## src/rtl/usr_pkg.sv

```systemverilog
// Shared definitions for the universal shift register: operation mode
// encodings and the width of the shift counter.
package usr_pkg;

    localparam logic [2:0] MODE_HOLD = 3'd0;
    localparam logic [2:0] MODE_LOAD = 3'd1;
    localparam logic [2:0] MODE_SHL  = 3'd2;
    localparam logic [2:0] MODE_SHR  = 3'd3;
    localparam logic [2:0] MODE_ROL  = 3'd4;
    localparam logic [2:0] MODE_ROR  = 3'd5;
    localparam logic [2:0] MODE_INV  = 3'd6;
    localparam logic [2:0] MODE_RSVD = 3'd7;

    // One extra bit so the counter can represent WIDTH itself.
    function automatic int cnt_width(input int width);
        return $clog2(width) + 1;
    endfunction

endpackage

```

## src/rtl/usr_cell.sv

```systemverilog
// One bit of the universal shift register: next-value mux feeding a flop
// with asynchronous active-low clear and synchronous active-low preset.
module usr_cell
    import usr_pkg::*;
#(
    parameter logic RESET_BIT  = 1'b0,
    parameter logic PRESET_BIT = 1'b1
) (
    input  logic       c,
    input  logic       clear,
    input  logic       preset,
    input  logic       en,
    input  logic [2:0] mode,
    input  logic       d,
    input  logic       from_lower,
    input  logic       from_upper,
    output logic       q
);

    logic nxt;

    // Reserved mode and en = 0 both fall through to hold.
    always_comb begin
        nxt = q;
        if (en) begin
            case (mode)
                MODE_LOAD:          nxt = d;
                MODE_SHL, MODE_ROL: nxt = from_lower;
                MODE_SHR, MODE_ROR: nxt = from_upper;
                MODE_INV:           nxt = ~q;
                default:            nxt = q;
            endcase
        end
    end

    always_ff @(posedge c or negedge clear) begin
        if (!clear) begin
            q <= RESET_BIT;
        end else if (!preset) begin
            q <= PRESET_BIT;
        end else begin
            q <= nxt;
        end
    end

endmodule

```

## src/rtl/universal_shift_register.sv

```systemverilog
// WIDTH-bit register with hold/load/shift/rotate/invert modes, built from
// per-bit cells, plus a shift counter that pulses word_done every WIDTH shifts.
module universal_shift_register
    import usr_pkg::*;
#(
    parameter int               WIDTH        = 8,
    parameter logic [WIDTH-1:0] RESET_VALUE  = '0,
    parameter logic [WIDTH-1:0] PRESET_VALUE = '1
) (
    input  logic                          c,
    input  logic                          clear,
    input  logic                          preset,
    input  logic                          en,
    input  logic [2:0]                    mode,
    input  logic [WIDTH-1:0]              d,
    input  logic                          si,
    output logic [WIDTH-1:0]              Q,
    output logic [WIDTH-1:0]              Qn,
    output logic                          so,
    output logic [cnt_width(WIDTH)-1:0]   count,
    output logic                          word_done
);

    localparam int            CW       = cnt_width(WIDTH);
    localparam logic [CW-1:0] CNT_LAST = CW'(WIDTH - 1);

    logic [WIDTH-1:0] q_r;
    logic             shift_op;

    for (genvar i = 0; i < WIDTH; i++) begin : g_cell
        logic from_lower;
        logic from_upper;

        // End bits take either the serial input or the wrapped-around bit.
        if (i == 0) begin : g_lsb
            assign from_lower = (mode == MODE_ROL) ? q_r[WIDTH-1] : si;
        end else begin : g_mid_lo
            assign from_lower = q_r[i-1];
        end

        if (i == WIDTH - 1) begin : g_msb
            assign from_upper = (mode == MODE_ROR) ? q_r[0] : si;
        end else begin : g_mid_hi
            assign from_upper = q_r[i+1];
        end

        usr_cell #(
            .RESET_BIT  (RESET_VALUE[i]),
            .PRESET_BIT (PRESET_VALUE[i])
        ) u_cell (
            .c          (c),
            .clear      (clear),
            .preset     (preset),
            .en         (en),
            .mode       (mode),
            .d          (d[i]),
            .from_lower (from_lower),
            .from_upper (from_upper),
            .q          (q_r[i])
        );
    end

    assign shift_op = en && ((mode == MODE_SHL) || (mode == MODE_SHR) ||
                             (mode == MODE_ROL) || (mode == MODE_ROR));

    always_ff @(posedge c or negedge clear) begin
        if (!clear) begin
            count     <= '0;
            word_done <= 1'b0;
        end else if (!preset) begin
            count     <= '0;
            word_done <= 1'b0;
        end else if (en && (mode == MODE_LOAD)) begin
            count     <= '0;
            word_done <= 1'b0;
        end else if (shift_op) begin
            if (count == CNT_LAST) begin
                count     <= '0;
                word_done <= 1'b1;
            end else begin
                count     <= count + 1'b1;
                word_done <= 1'b0;
            end
        end else begin
            word_done <= 1'b0;
        end
    end

    assign Q  = q_r;
    assign Qn = ~q_r;
    assign so = (mode == MODE_SHL) ? q_r[WIDTH-1] : q_r[0];

endmodule

```

## config.mk

```make
export PLATFORM = sky130hd
export DESIGN_NAME = universal_shift_register
export DESIGN_NICKNAME = d
export VERILOG_FILES = /design/src/rtl/usr_pkg.sv /design/src/rtl/usr_cell.sv /design/src/rtl/universal_shift_register.sv
export SDC_FILE = /design/constraint.sdc
export NUM_CORES = 1
export LEC_CHECK = 0
export CAP_MARGIN = 25
export CORE_MARGIN = 2
export CORE_UTILIZATION = 46
export CTS_CLUSTER_SIZE = 16
export DETAILED_ROUTE_END_ITERATION = 10
export GPL_ROUTABILITY_DRIVEN = 0
export HOLD_SLACK_MARGIN = 0.1
export PLACE_DENSITY = 0.91
export SYNTH_ARGS = -nofsm -noshare
export SYNTH_HDL_FRONTEND = slang
export SYNTH_SLANG_ARGS = --single-unit
```

## constraint.sdc

```tcl
create_clock -name c -period 2.65 [get_ports c]
set_input_delay 0.53 -clock c [delete_from_list [all_inputs] [get_ports c]]
set_output_delay 0.53 -clock c [all_outputs]
set_load 0.1 [all_outputs]
```

==> impl_metrics.tcl, run 1 <==
set metrics [dict create \
    grt_util_all_layers 0.196 \
    drt_iter0_markers 28 \
    avgSynthCellArea_sq_um 8.24 \
    coreArea_sq_um 2000 \
    finalSetupTns_ns 0 \
    cts_sinks 13 \
    yosysSeqAreaShare 0.329 \
    areaGrowthSynthToFinish_pct 33.0 \
    period_share 0.833 \
    ios 38 \
    dpl_cell_area_sq_um 1290 \
    clock.fmax_ghz 0.453 \
    avgViaCountPerCell 5.63 \
    synth_top_cell_area_share 0.329 \
    synth_edf_count 0 \
    reg2reg_depth 5 \
    crit_path_start "mode[2]" \
    seqCellArea_sq_um 325 \
    cp_max_fo 6 \
    chipHeight_microns 50.4 \
    cts.clk_slew.worst_paths_ns 0.08 \
    rsz0062_at_grt "no" \
    yosys.area.top_type "dfrtp_1" \
    vias 1002 \
    start_util 0.494 \
    detail-route-antenna-nets 0 \
    setup_violations 0 \
    cts_tree "done" \
    insertion_delay_ns 0.27 \
    fp.dieW_microns 50.4 \
    worst_pin_slew_ns 0.634 \
    hold_viol 0 \
    post-synth-top-count-cell "nor2_1" \
    drc 0 \
    grt-ovfl-total 0 \
    slew_headroom 0.574 \
    critPathRequiredTime_ns 2.12 \
    crit_path_top_delay_cell "clkdlybuf4s50_1" \
    dp_hpwl_microns 1810 \
    synth_seq_cells 13 \
    syn_area_sq_um 988 \
    r2r_end "count[0]$_DFFE_PN0P_" \
    cts_resized 0 \
    antenna_found_initial 0 \
    crit_type "input pin to output port" \
    synthesis.nets 137 \
    stdcell_area_sq_um 1320 \
    drtPass1Iterations 4 \
    drt-total-wl_microns 2440 \
    grt_max_degree 14 \
    slowest_delay_ns 0.60 \
    skew_ns 0.00285 \
    drive_gt1_frac 0.232 \
    cp-start-kind "input pin" \
    drv_slew 0 \
    yosys_warnings 0 \
    cp-end-kind "output port" \
    rows 16 \
    synth_common_cells "nor2_1 (14), dfrtp_1 (13), a21oi_1 (10), buf_4 (10)" \
    worstPathCellList "clkdlybuf4s50_1, nor2_1, nand2_1, nand2_1, o21ai_2, buf_12" \
    ctsHoldBuffers 0 \
    synth_cell_type_count 30 \
    htree_levels 1 \
    ctsRootBufferMaster "clkbuf_4" \
    wire_per_inst_microns 13.7 \
    die-area_sq_um 2540 \
    grt_pass1_wl_microns 3860 \
    irDropWorstVdd_v 0.000404 \
    outcome "finished clean" \
    power_density_nw_per_um2 647 \
    timing.rr.start "count[0]$_DFFE_PN0P_" \
    portBuffers 37 \
    power.leakage_nw 0.631 \
    synthFlopType "dfrtp_1" \
    hold_class "register to register" \
    cts_setup_buffers 0 \
    arrival_ns 1.68 \
    cts_max_path_buffers 2 \
    reg2reg_slack_ns 1.28 \
    nFillCells 164 \
    cpMostUsedCell "nand2_1" \
    grt_pass1_vias 870 \
    nNetsFinal 169 \
    cts_inserted_buffers 3 \
    drv_cap 0 \
    diodes 0 \
    multi_input_area_sq_um 538 \
    crit_end "so" \
    synth_area_leaders "dfrtp_1 (33%), mux2i_1 (8.1%), buf_4 (7.6%)" \
    syn_inst 120 \
    final.min_clock_period_ns 2.21 \
    synthArstFlopShare 1.00 \
]
-- through the flow --
| step | power, mW | instances | worst slack (ns) | hold slack [ns] | utilization |
|---|---|---|---|---|---|
| 6_report | 0.851 | 178 | 0.444 | 0.535 | 0.657 |
| 5_1_grt | 0.888 | 178 | 0.352 | 0.567 | 0.657 |
| 4_1_cts | 0.854 | 178 | 0.430 | 0.534 | 0.657 |
| 3_5_place_dp | 0.731 | 174 | 0.430 | 0.518 | 0.644 |
| 3_3_place_gp | 0.723 | 174 | 0.451 | 0.504 | 0.644 |
| 2_1_floorplan | 0.636 | 120 | 0.280 | 0.234 | - |
-- critical path: cells and delay by family --
kind                   cells  cell delay [ns]
and+or+nand+nor            3             0.26
buffers and inverters      2             0.79
AOI/OAI and AO/OA          1             0.09
-- layout make-up --
cell class | instances | area share
multi-input cells | 84 | 0.409
repair buffers | 41 | 0.272
flip-flops and latches | 13 | 0.247
inverters | 9 | 0.0257
well taps | 27 | 0.0257
clock buffers | 4 | 0.0200
-- flip-flops by register name (all words and copies together), names as in the netlist --
| name | cells |
|---|---|
| g_cell.u_cell.q | 8 |
| word_done | 1 |
| count | 4 |
-- worst min-delay path by stage --
stage	depth (start not counted)	start	to	slack, ns
2_1_floorplan	0	clear	count[0]$_DFFE_PN0P_	0.23
3_3_place_gp	1	count[3]$_DFFE_PN0P_	word_done$_DFF_PN0_	0.50
3_5_place_dp	1	count[3]$_DFFE_PN0P_	word_done$_DFF_PN0_	0.52
4_1_cts	1	count[3]$_DFFE_PN0P_	word_done$_DFF_PN0_	0.53
5_1_grt	1	count[3]$_DFFE_PN0P_	word_done$_DFF_PN0_	0.57
6_report	1	count[3]$_DFFE_PN0P_	word_done$_DFF_PN0_	0.54
-- layer usage --
metal / wire length [microns] / GRT usage / vias up
met5: 0 / 0 / -
met4: 36 / 0.0946 / 0
met3: 157 / 0.0238 / 5
met2: 1210 / 0.329 / 40
li1: - / - / 480
met1: 1040 / 0.250 / 477
-- where the power goes --
| group | internal, mW | switching [mW] |
|---|---|---|
| logic | 0.120 | 0.363 |
| clock network | 0.0583 | 0.0641 |
| registers | 0.216 | 0.0295 |
-- placed cells by master, fill, tap and decap left out, types with 2 or more instances in the layout --
master and count:
dfrtp_1 13, nor2_1 14, or3_1 2, o31ai_1 3
buf_4 25, a21oi_1 10, nand3_1 3, nand2_1 9
o22ai_1 6, mux2i_1 8, and3_1 2, o21ai_0 3
nand2b_1 2, inv_1 9, a31oi_1 7, clkdlybuf4s50_1 15
clkbuf_4 3
-- cells by family after synthesis --
logic type	after synthesis	share of synthesized area
fa+ha+maj	1	0.0127
flops	13	0.329
mux	8	0.0810
simple gates	37	0.178
xor+xnor	3	0.0418
compound gates	35	0.227
buf+inv	23	0.130
Note: power is estimated with default switching activity, not from simulation.
==> run 2, diff against run 1 <==
CORE_UTILIZATION = 43   (was 46)
PLACE_DENSITY = 0.87   (was 0.91)
clock period = 2.05 ns   (was 2.65 ns; I/O delays follow)
==> run 2 against run 1 <==
Compared with the run above: combinational power rose by 39%; via count rose by 2.5%; core utilization fell by 1.3 points; critical path type unchanged; critical endpoint unchanged.
==> impl_metrics.tcl, run 2 (synthesized netlist as in run 1, its figures left out) <==
set metrics [dict create \
    drv_cap 0 \
    drive_gt1_frac 0.256 \
    arrival_ns 1.55 \
    wl_met2_microns 1260 \
    drv_slew 0 \
    ios 38 \
    final_common_cell "buf_4" \
    drtPass1Iterations 4 \
    areaGrowthSynthToFinish_pct 42.8 \
    dp_hpwl_microns 1930 \
    skew_ns 0.00537 \
    grt_util_all_layers 0.195 \
    drc 0 \
    power.total_mw 1.15 \
    hold_class "input pin to async pin" \
    rows 17 \
    portBuffers 37 \
    nNetsFinal 174 \
    ctsRootBufferMaster "clkbuf_4" \
    met1_length_microns 1070 \
    place_inst 180 \
    slew_headroom 0.585 \
    hold_viol 0 \
    start_util 0.451 \
    coreArea_sq_um 2190 \
    largest_reg_flops 8 \
    htree_levels 1 \
    grt_max_degree 14 \
    cts_tree "done" \
    chipHeight_microns 51.9 \
    period_share 0.958 \
    power.leakage_nw 0.670 \
    die-area_sq_um 2700 \
    grt_pass1_wl_microns 3910 \
    irDropWorstVdd_v 0.000441 \
    avgViaCountPerCell 5.58 \
    critPathRequiredTime_ns 1.64 \
    cts_inserted_buffers 3 \
    setup_violations 0 \
    worst_pin_slew_ns 0.621 \
    grt-ovfl-total 0 \
    top_regs "g_cell.u_cell.q x8, count x4, word_done x1" \
    ctsHoldBuffers 0 \
    wire_per_inst_microns 13.8 \
    grt_pass1_vias 893 \
    cts_setup_buffers 0 \
    antenna_found_initial 0 \
    cts_max_path_buffers 2 \
    final.min_clock_period_ns 1.96 \
    crit_type "input pin to output port" \
    wl_met3_microns 169 \
    layout_common_cells "buf_4 (26), clkdlybuf4s50_1 (15), nor2_1 (14), dfrtp_1 (13), a21oi_1 (10)" \
    top_register "g_cell.u_cell.q" \
    dr.max_layer_used "met4" \
    fp.dieW_microns 51.9 \
    insertion_delay_ns 0.29 \
    fin_cells 184 \
    detail-route-antenna-nets 0 \
    rsz0062_at_grt "no" \
    outcome "finished clean" \
    drt_iter0_markers 35 \
    cp_max_fo 6 \
    cts_sinks 13 \
    drt-total-wl_microns 2540 \
    cts.clk_slew.worst_paths_ns 0.08 \
    cts_resized 0 \
    clock.fmax_ghz 0.509 \
    cp-end-kind "output port" \
    vias 1027 \
    cp-start-kind "input pin" \
    diodes 0 \
    power_density_nw_per_um2 816 \
]
-- run 2: path summary, 6_finish.rpt --
check	endpoint	depth (start not counted)	slack, ns	start
setup / recovery	so	5	0.09	mode[1]
hold / removal	g_cell[3].u_cell.q$_DFFE_PN0P_	1	0.50	clear
setup reg to reg	count[0]$_DFFE_PN0P_	5	0.71	count[0]$_DFFE_PN0P_
hold reg to reg	word_done$_DFF_PN0_	1	0.54	count[3]$_DFFE_PN0P_
max in group asynchronous	count[0]$_DFFE_PN0P_	1	1.14	clear
min in group c	word_done$_DFF_PN0_	1	0.54	count[3]$_DFFE_PN0P_
-- run 2: critical path: stages --
cell and delay, ns:
clkdlybuf4s50_1 0.60, nand2_1 0.16, nand2_1 0.14, o21ai_4 0.07
buf_12 0.16
-- run 2: cell type report --
cell class	count	area, sq um
Clock buffer	4	26.3
Fill cell	187	779
Inverter	9	33.8
Multi-Input combinational cell	84	546
Sequential cell	13	325
Tap cell	28	35.0
Timing Repair Buffer	46	445
-- run 2: where the power goes --
part	internal (mW)	switching [mW]	total (mW)
registers	0.279	0.0369	0.316
logic	0.190	0.480	0.669
clock network	0.0757	0.0909	0.167
-- run 2: layer usage --
layer / track usage / up-vias
li1: - / 488
met1: 0.248 / 494
met2: 0.316 / 40
met3: 0.0345 / 5
met4: 0.0965 / 0
met5: 0 / -
-- run 2: per-stage QoR --
step	setup TNS [ns]	hold slack, ns	instance area, sq um	setup WS, ns	utilization
finish	0	0.501	1410	0.0862	0.644
global route	0	0.546	1410	0.0117	0.644
CTS	0	0.534	1410	0.0709	0.644
detailed placement	-0.219	0.520	1390	-0.0781	0.632
global placement	0	0.514	1390	0.0873	0.632
floorplan	0	0.114	1000	0.129	-
